### src/rtl/mem_pkg.sv
// Shared definitions for the core's memory request path: size encodings,
// controller state enum and the default port register address.
package mem_pkg;

  localparam logic [1:0] SZ_BYTE = 2'd0;
  localparam logic [1:0] SZ_HALF = 2'd1;
  localparam logic [1:0] SZ_WORD = 2'd2;

  localparam logic [31:0] DEFAULT_PORT_ADDR = 32'h0000_2000;

  typedef enum logic [2:0] {
    IDLE,
    RD_WAIT,
    RD_CAP,
    WR,
    DONE
  } state_t;

  // Half may straddle lanes 1-2 but not run off the word; size 3 is never legal.
  function automatic logic is_misaligned(input logic [1:0] offset, input logic [1:0] sz);
    logic bad;
    bad = 1'b0;
    case (sz)
      SZ_BYTE: bad = 1'b0;
      SZ_HALF: bad = (offset == 2'd3);
      SZ_WORD: bad = (offset != 2'd0);
      default: bad = 1'b1;
    endcase
    return bad;
  endfunction

endpackage

### src/rtl/lane_align.sv
// Combinational byte-lane steering between right-justified core data and
// the 32-bit SRAM word, in both store and load directions.
module lane_align
  import mem_pkg::*;
(
  input  logic [1:0]  offset,
  input  logic [1:0]  size,
  input  logic [31:0] store_data,
  input  logic [31:0] load_word,
  output logic [3:0]  byte_mask,
  output logic [31:0] store_lanes,
  output logic [31:0] load_data
);

  logic [31:0] load_shifted;

  always_comb begin
    byte_mask    = 4'b1111;
    store_lanes  = store_data << {offset, 3'b000};
    load_shifted = load_word >> {offset, 3'b000};
    load_data    = load_shifted;
    case (size)
      SZ_BYTE: begin
        byte_mask = 4'b0001 << offset;
        load_data = {24'b0, load_shifted[7:0]};
      end
      SZ_HALF: begin
        byte_mask = 4'b0011 << offset;
        load_data = {16'b0, load_shifted[15:0]};
      end
      default: begin
        byte_mask = 4'b1111;
        load_data = load_shifted;
      end
    endcase
  end

endmodule

### src/rtl/mem_lane_ctrl.sv
// Executes the core's held-level memory request against a byte-enabled
// synchronous SRAM and hosts the memory-mapped port bit.
module mem_lane_ctrl
  import mem_pkg::*;
#(
  parameter int          ADDR_W    = 11,
  parameter logic [31:0] PORT_ADDR = DEFAULT_PORT_ADDR
) (
  input  logic              mclk,
  input  logic              reset,
  input  logic              rw_req,
  input  logic              rw,
  input  logic [31:0]       address,
  input  logic [1:0]        size,
  input  logic [31:0]       write_data,
  output logic [31:0]       read_data,
  output logic              data_valid,
  output logic              err,
  output logic              port,
  output logic [ADDR_W-1:0] ram_addr,
  output logic              ram_en,
  output logic [3:0]        ram_we,
  output logic [31:0]       ram_wdata,
  input  logic [31:0]       ram_rdata
);

  state_t      state;
  logic [1:0]  off_reg;
  logic [1:0]  size_reg;

  logic [1:0]  align_off;
  logic [1:0]  align_size;
  logic [3:0]  align_mask;
  logic [31:0] align_wdata;
  logic [31:0] align_rdata;
  logic        port_hit;
  logic        out_of_range;

  // Store steering uses the live request in IDLE; load steering uses the latched one.
  assign align_off    = (state == IDLE) ? address[1:0] : off_reg;
  assign align_size   = (state == IDLE) ? size : size_reg;
  assign port_hit     = (address[31:2] == PORT_ADDR[31:2]);
  assign out_of_range = |address[31:ADDR_W+2];

  lane_align u_lane_align (
    .offset      (align_off),
    .size        (align_size),
    .store_data  (write_data),
    .load_word   (ram_rdata),
    .byte_mask   (align_mask),
    .store_lanes (align_wdata),
    .load_data   (align_rdata)
  );

  always_ff @(posedge mclk) begin
    if (!reset) begin
      state      <= IDLE;
      off_reg    <= 2'd0;
      size_reg   <= SZ_BYTE;
      read_data  <= 32'd0;
      data_valid <= 1'b0;
      err        <= 1'b0;
      port       <= 1'b0;
      ram_addr   <= '0;
      ram_en     <= 1'b0;
      ram_we     <= 4'd0;
      ram_wdata  <= 32'd0;
    end else begin
      case (state)
        IDLE: begin
          if (rw_req) begin
            off_reg   <= address[1:0];
            size_reg  <= size;
            read_data <= 32'd0;
            err       <= 1'b0;
            if (is_misaligned(address[1:0], size)) begin
              err   <= 1'b1;
              state <= DONE;
            end else if (port_hit) begin
              if (rw) port <= write_data[0];
              else    read_data <= {31'b0, port};
              state <= DONE;
            end else if (out_of_range) begin
              state <= DONE;
            end else begin
              ram_en   <= 1'b1;
              ram_addr <= address[ADDR_W+1:2];
              if (rw) begin
                ram_we    <= align_mask;
                ram_wdata <= align_wdata;
                state     <= WR;
              end else begin
                state <= RD_WAIT;
              end
            end
          end
        end
        RD_WAIT: begin
          ram_en <= 1'b0;
          state  <= RD_CAP;
        end
        RD_CAP: begin
          read_data  <= align_rdata;
          data_valid <= 1'b1;
          state      <= DONE;
        end
        WR: begin
          ram_en <= 1'b0;
          ram_we <= 4'd0;
          state  <= DONE;
        end
        DONE: begin
          // First DONE cycle raises data_valid; afterwards wait for the core to let go.
          if (!data_valid) begin
            data_valid <= 1'b1;
          end else if (!rw_req) begin
            data_valid <= 1'b0;
            err        <= 1'b0;
            state      <= IDLE;
          end
        end
        default: state <= IDLE;
      endcase
    end
  end

endmodule

### config.mk
export PLATFORM = sky130hd
export DESIGN_NAME = mem_lane_ctrl
export DESIGN_NICKNAME = d
export VERILOG_FILES = /design/src/rtl/mem_pkg.sv /design/src/rtl/lane_align.sv /design/src/rtl/mem_lane_ctrl.sv
export SDC_FILE = /design/constraint.sdc
export NUM_CORES = 1
export LEC_CHECK = 0
export CORE_ASPECT_RATIO = 1.4
export CORE_MARGIN = 2
export CORE_UTILIZATION = 55
export CTS_CLUSTER_DIAMETER = 150
export DETAILED_ROUTE_END_ITERATION = 7
export DONT_BUFFER_PORTS = 1
export PLACE_DENSITY = 0.73
export SLEW_MARGIN = 20
export SYNTH_ARGS = -nofsm -noshare
export SYNTH_HDL_FRONTEND = slang
export SYNTH_SLANG_ARGS = --single-unit
export TNS_END_PERCENT = 30
### constraint.sdc
create_clock -name mclk -period 2.04 [get_ports mclk]
set_input_delay 0.408 -clock mclk [delete_from_list [all_inputs] [get_ports mclk]]
set_output_delay 0.408 -clock mclk [all_outputs]
set_load 0.01 [all_outputs]
Word-level counts from Yosys, hierarchy flattened
Cells that the tools add are included.

cells by class
  bitwise gates (word level) = 3
  equal/unequal tests = 16
  shift-type cells = 4
  muxes and demuxes = 40
  reduce and logical (&&, ||, !) cells = 21

operators with widths
  operator                                          count
  case mux 32 bit (2 select lines)                  2
  two-way mux 32 bit                                1
  left shift 32 x 5 -> 32 bit                       1
  >> shifter 32 x 5 -> 32 bit                       1
  == test 30 x 12 -> 1 bit (second input constant)  1
  two-way mux 4 bit                                 5
  OR reduction 19 bit                               1
  two-way mux 3 bit                                 6
  two-way mux 1 bit                                 16
  case mux 4 bit (2 select lines)                   2
  AND reduction 5 bit                               3
  inequality test 2 bit (second input constant)     7
  case mux 3 bit (4 select lines)                   1
  AND reduction 6 bit                               2
  nonzero test 2 bit                                6
  == test 3 x 2 -> 1 bit (second input constant)    2
  two-way mux 2 bit                                 3
  case mux 1 bit (2 select lines)                   3
  == test 2 x 1 -> 1 bit (second input constant)    2
  == test 2 bit (second input constant)             2
  logical NOT 2 bit                                 2
  AND reduction 2 bit                               2
  AND reduction 4 bit                               1
  OR reduction 2 bit                                2
  other kinds (8)                                   10

storage, ports and cells
  logic and storage cells = 95
  input bits = 102
  register bits = 90

Depth between registers and ports, before layout
Gate-level depths: netlist of run 1.

  depth after elaboration = 10
  mapped depth = 9

Cells and area by module
Synthesis of run 1 repeated with hierarchy kept, for this count alone.

unflattened totals
  cells, all modules = 573
  area total of the unflattened synthesis = 5031.1 um2

by module, submodules not included
  module         cells an instance  area each (um2)  instances
  mem_lane_ctrl  405                3796.1           1
  lane_align     168                1234.9           1

Worst setup path after synthesis of run 1
No wires, ideal clock.

  path kind = input to register
  from = input address[22]
  to = register ram_wdata[18]
  buffers on the path = 2
  cell stages on the path = 7
  data required time = 1.920 ns
  slack = -0.068 ns
  data arrival time = 1.988 ns
  path through = nor4_1 nand3_2 or4_1 buf_4 buf_6 a211oi_1 nor2_1

between the ends
  word-level cells in the longest chain between the ends = 3
  elaborated cells between the ends (all ways) = 5
  those cells by class = eq/ne: 1; bitwise: 2; reduce/logical: 2

ends and longest elaborated chain
  item                                                                    line                                      text
  start: declaration                                                      mem_lane_ctrl.sv:13                       input logic [31:0] address,
  == test 30 x 12 -> 1 bit / OR reduction 19 bit (equally long branches)  mem_lane_ctrl.sv:42, mem_lane_ctrl.sv:43
  inverter 1 bit (no source line)                                         --
  AND reduction 6 bit (no source line) *                                  --
  end signal: assignment                                                  mem_lane_ctrl.sv:90                       ram_wdata <= align_wdata;
  end: declaration                                                        mem_lane_ctrl.sv:23                       output logic [31:0] ram_wdata,

Every way passes the cells marked *; elsewhere a longest branch is shown, timed or not.
A chain may end at the register's enable or synchronous reset.

Final worst setup path of run 1
  from = register state[2]
  to = register read_data[21]

between the ends
  word-level cells in the longest chain between the ends = 5
  elaborated cells between the ends (all ways) = 12
  those cells by class = eq/ne: 3; shift: 1; mux: 4; reduce/logical: 4

ends and longest elaborated chain
  item                                                 line                                                           text
  start: declaration                                   mem_lane_ctrl.sv:27                                            state_t state;
  start signal: assignment                             mem_lane_ctrl.sv:57                                            state <= IDLE;
  start signal: assignment                             mem_lane_ctrl.sv:78                                            state <= DONE;
  start signal: assignment                             mem_lane_ctrl.sv:82                                            state <= DONE;
  logical NOT 3 bit                                    mem_lane_ctrl.sv:40, mem_lane_ctrl.sv:41, mem_lane_ctrl.sv:69
  two-way mux 2 bit, on equally long branches          mem_lane_ctrl.sv:40, mem_lane_ctrl.sv:41
  >> shifter 32 x 5 -> 32 bit (tied with other cells)  lane_align.sv:20                                               load_shifted = load_word >> {offset, 3'b000};
  case mux 32 bit (2 select lines)                     lane_align.sv:22                                               case (size)
  case mux 32 bit (2 select lines)                     mem_lane_ctrl.sv:69                                            case (state)
  end signal: assignment                               mem_lane_ctrl.sv:81                                            else read_data <= {31'b0, port};
  end signal: assignment                               mem_lane_ctrl.sv:103                                           read_data <= align_rdata;
  end: declaration                                     mem_lane_ctrl.sv:16                                            output logic [31:0] read_data,

Parallel ways exist; a longest one is shown, timed or not.

==> impl_metrics.json, run 1 <==
{
  "drt-initial-drc-count": 190,
  "fin_crit_sh": 0.9754,
  "worst_slew_pin_slew_ns": 0.6168,
  "cts_buffers": 9,
  "synth-edff-count": 0,
  "place_inst": 602,
  "synth_most_common_cell": "dfxtp_1",
  "htree_levels": 3,
  "die_area_sq_mm": 0.009045,
  "ant_nets": 0,
  "crit_path_end_kind": "flip-flop",
  "synthesis.nets": 609,
  "p_leak_nw": 1.958,
  "setup_violations": 0,
  "powerDensity_mw_per_mm2": 775.3,
  "grt_first_pass_wirelength_mm": 20.10,
  "synth-xor-area-share": 0,
  "worst_slack_ns": 0.05025,
  "path_clk_slew_ns": 0.06,
  "gp_congestion": 0.9320,
  "highest_layer": "met4",
  "core_area_sq_mm": 0.008100,
  "antenna_found_initial": 0,
  "reg_top3": "ram_wdata: 32 flops, read_data: 32 flops, ram_addr: 11 flops",
  "wl_met3_mm": 1.412,
  "startpoint_type": "flip-flop",
  "synth_top_cell_area_share": 0.3952,
  "clkSinkCount": 90,
  "period_needed_ns": 1.990,
  "ys_types": 52,
  "synth_top_family_by_area": "simple AND/OR/NAND/NOR gates",
  "start_util": 0.5629,
  "drv_cap": 0,
  "final-hold-violation-count": 0,
  "clockBufferDepth": 2,
  "drc": 0,
  "netlist_top_cells_area": "dfxtp_1, mux2i_1, nand3_1, mux2_2, nand2_1",
  "viasPerCell": 6.384,
  "fin_nets": 618,
  "rows": 39,
  "portBuffers": 0,
  "grtUsageTotal": 0.2867,
  "final_max_slew_viol_count": 0,
  "fin_skew_ns": 0.007424,
  "critPathKind": "flip-flop to flip-flop",
  "die_w_um": 80.95,
  "hp-class": "primary input to flip-flop",
  "io-pin-count": 185,
  "cp.required_ns": 2.28,
  "first_pass_iters": 4,
  "cts_root_buf": "clkbuf_16",
  "layout-drive-gt1-share": 0.1919,
  "syn_area_per_cell_sq_um": 8.993,
  "ir_worst_vdd_v": 0.0004936,
  "async_flop_share": 0,
  "hold_ws_ns": 0.1889,
  "yosys-top-cells-count": "dfxtp_1, mux2i_1, nand2_1",
  "status": "finished clean",
  "synth_compound_area_frac": 0.1786,
  "wirelength_mm": 13.04,
  "synth_simple_gate_area_frac": 0.2143,
  "critPathArrivalTime_ns": 2.23,
  "grt_pass1_vias": 4001,
  "cts_tree": "done",
  "synth_adder_area_share": 0,
  "yosysSeqAreaShare": 0.3952,
  "relSlewSlack": 0.5866,
  "fin_cells": 623,
  "total_power_mw": 4.047,
  "muxShareOfSynthArea": 0.1685,
  "syn_area_sq_mm": 0.004559,
  "n_antenna_cell": 0,
  "drt-met1-wl_mm": 4.647,
  "grt_setup_unrepaired": "yes",
  "dp_slack_ns": -0.04712,
  "finalSetupTns_ns": 0,
  "yosysWarnings": 0,
  "grt_max_degree": 93,
  "clk-insertion-delay-late_ns": 0.35,
  "clock.fmax_ghz": 0.5026,
  "wl_per_cell_um": 20.93,
  "path_max_fanout": 12,
  "overflow": 0,
  "netlist.top_cell.by_area": "dfxtp_1",
  "wl_met2_mm": 6.694,
  "area_delta_synth_final_pct": 14.49,
  "reg2reg_slack_ns": 0.05,
  "hpwl_mm": 9.544,
  "ys_ff_latch": 90,
  "synth-main-ff-cell": "dfxtp_1",
  "synthCells": 507,
  "via_count": 3977,
  "die_h_um": 111.7
}
-- stage by stage --
stage                 util  cell area, sq um
floorplan                -              4593
global placement    0.5921              4796
detailed placement  0.5921              4796
CTS                 0.6336              5132
global route        0.6444              5220
finish              0.6444              5220
-- cell families (layout without fill, tap and decap cells) --
logic type / count (synthesis) / in the layout
multiplexers: 73 / 73
AND/OR/NAND/NOR: 189 / 189
AO/OA/AOI/OAI: 116 / 116
buffers and inverters: 39 / 53
flip-flops: 90 / 90
-- per-layer routing --
| metal | track usage | up-vias |
|---|---|---|
| li1 | - | 1875 |
| met1 | 0.2922 | 1891 |
| met2 | 0.5107 | 189 |
| met3 | 0.1078 | 22 |
| met4 | 0.1198 | 0 |
| met5 | 0 | - |
-- power breakdown --
group          switching [mW]  total [mW]  leakage [nW]  internal, mW
Sequential             0.0149        1.78         0.726          1.77
Combinational           0.247       0.483          1.07         0.236
Clock                   0.685        1.78         0.162          1.10
-- worst max-delay path, cell delays in order, from the launching register on --
cell     delay [ns]
dfxtp_1        0.33
nor3_4         0.29
buf_12         0.19
mux2i_4        0.34
buf_6          0.21
mux2i_1        0.27
o21ai_0        0.10
and2_1         0.15
-- worst paths after layout --
kind | from | end | depth (start not counted)
max reg2reg | state[2]$_SDFFE_PN0P_ | read_data[21]$_SDFFE_PN0P_ | 7
min reg2reg | ram_wdata[1]$_SDFFE_PN0P_ | ram_wdata[1]$_SDFFE_PN0P_ | 2
max | state[2]$_SDFFE_PN0P_ | read_data[21]$_SDFFE_PN0P_ | 7
min | reset | read_data[19]$_SDFFE_PN0P_ | 1
-- repair_timing --
action	4_1_cts	5_1_grt
pin swaps	1	1
setup endpoints to repair	11	33
gates resized for setup	3	14
setup buffers	1	4
hold buffers	0	0
-- cell usage in the layout, fill, tap and decap left out, drive strengths merged, types with 9 or more instances in the layout --
cell,netlist,layout
o21ai,40,40
nand2,46,46
nor3,15,15
a21oi,15,15
nand3,42,42
dfxtp,90,90
buf,17,34
nor4,9,9
mux2,17,17
mux2i,56,56
and2,10,10
clkbuf,19,10
nor2,38,38
nor2b,13,13
a21boi,11,11
-- final cells by class --
class	instances	area (sq um)
Fill cell	705	2880
Multi-Input combinational cell	378	2636
Inverter	3	11.26
Tap cell	102	127.6
Clock inverter	6	80.08
Clock buffer	10	239.0
Sequential cell	90	1802
Timing Repair Buffer	34	324.1
Note: power is estimated with default switching activity, not from simulation.
==> run 2: changes to the inputs <==
--- a/config.mk
+++ b/config.mk
@@ -8,7 +8,7 @@
 export CORE_ASPECT_RATIO = 1.4
 export CORE_MARGIN = 2
 export CORE_UTILIZATION = 55
-export CTS_CLUSTER_DIAMETER = 150
+export CTS_CLUSTER_DIAMETER = 60
 export DETAILED_ROUTE_END_ITERATION = 7
 export DONT_BUFFER_PORTS = 1
 export PLACE_DENSITY = 0.73
==> results of run 2 <==
No change in the layout: final DEF, timing and power equal those of run 1.
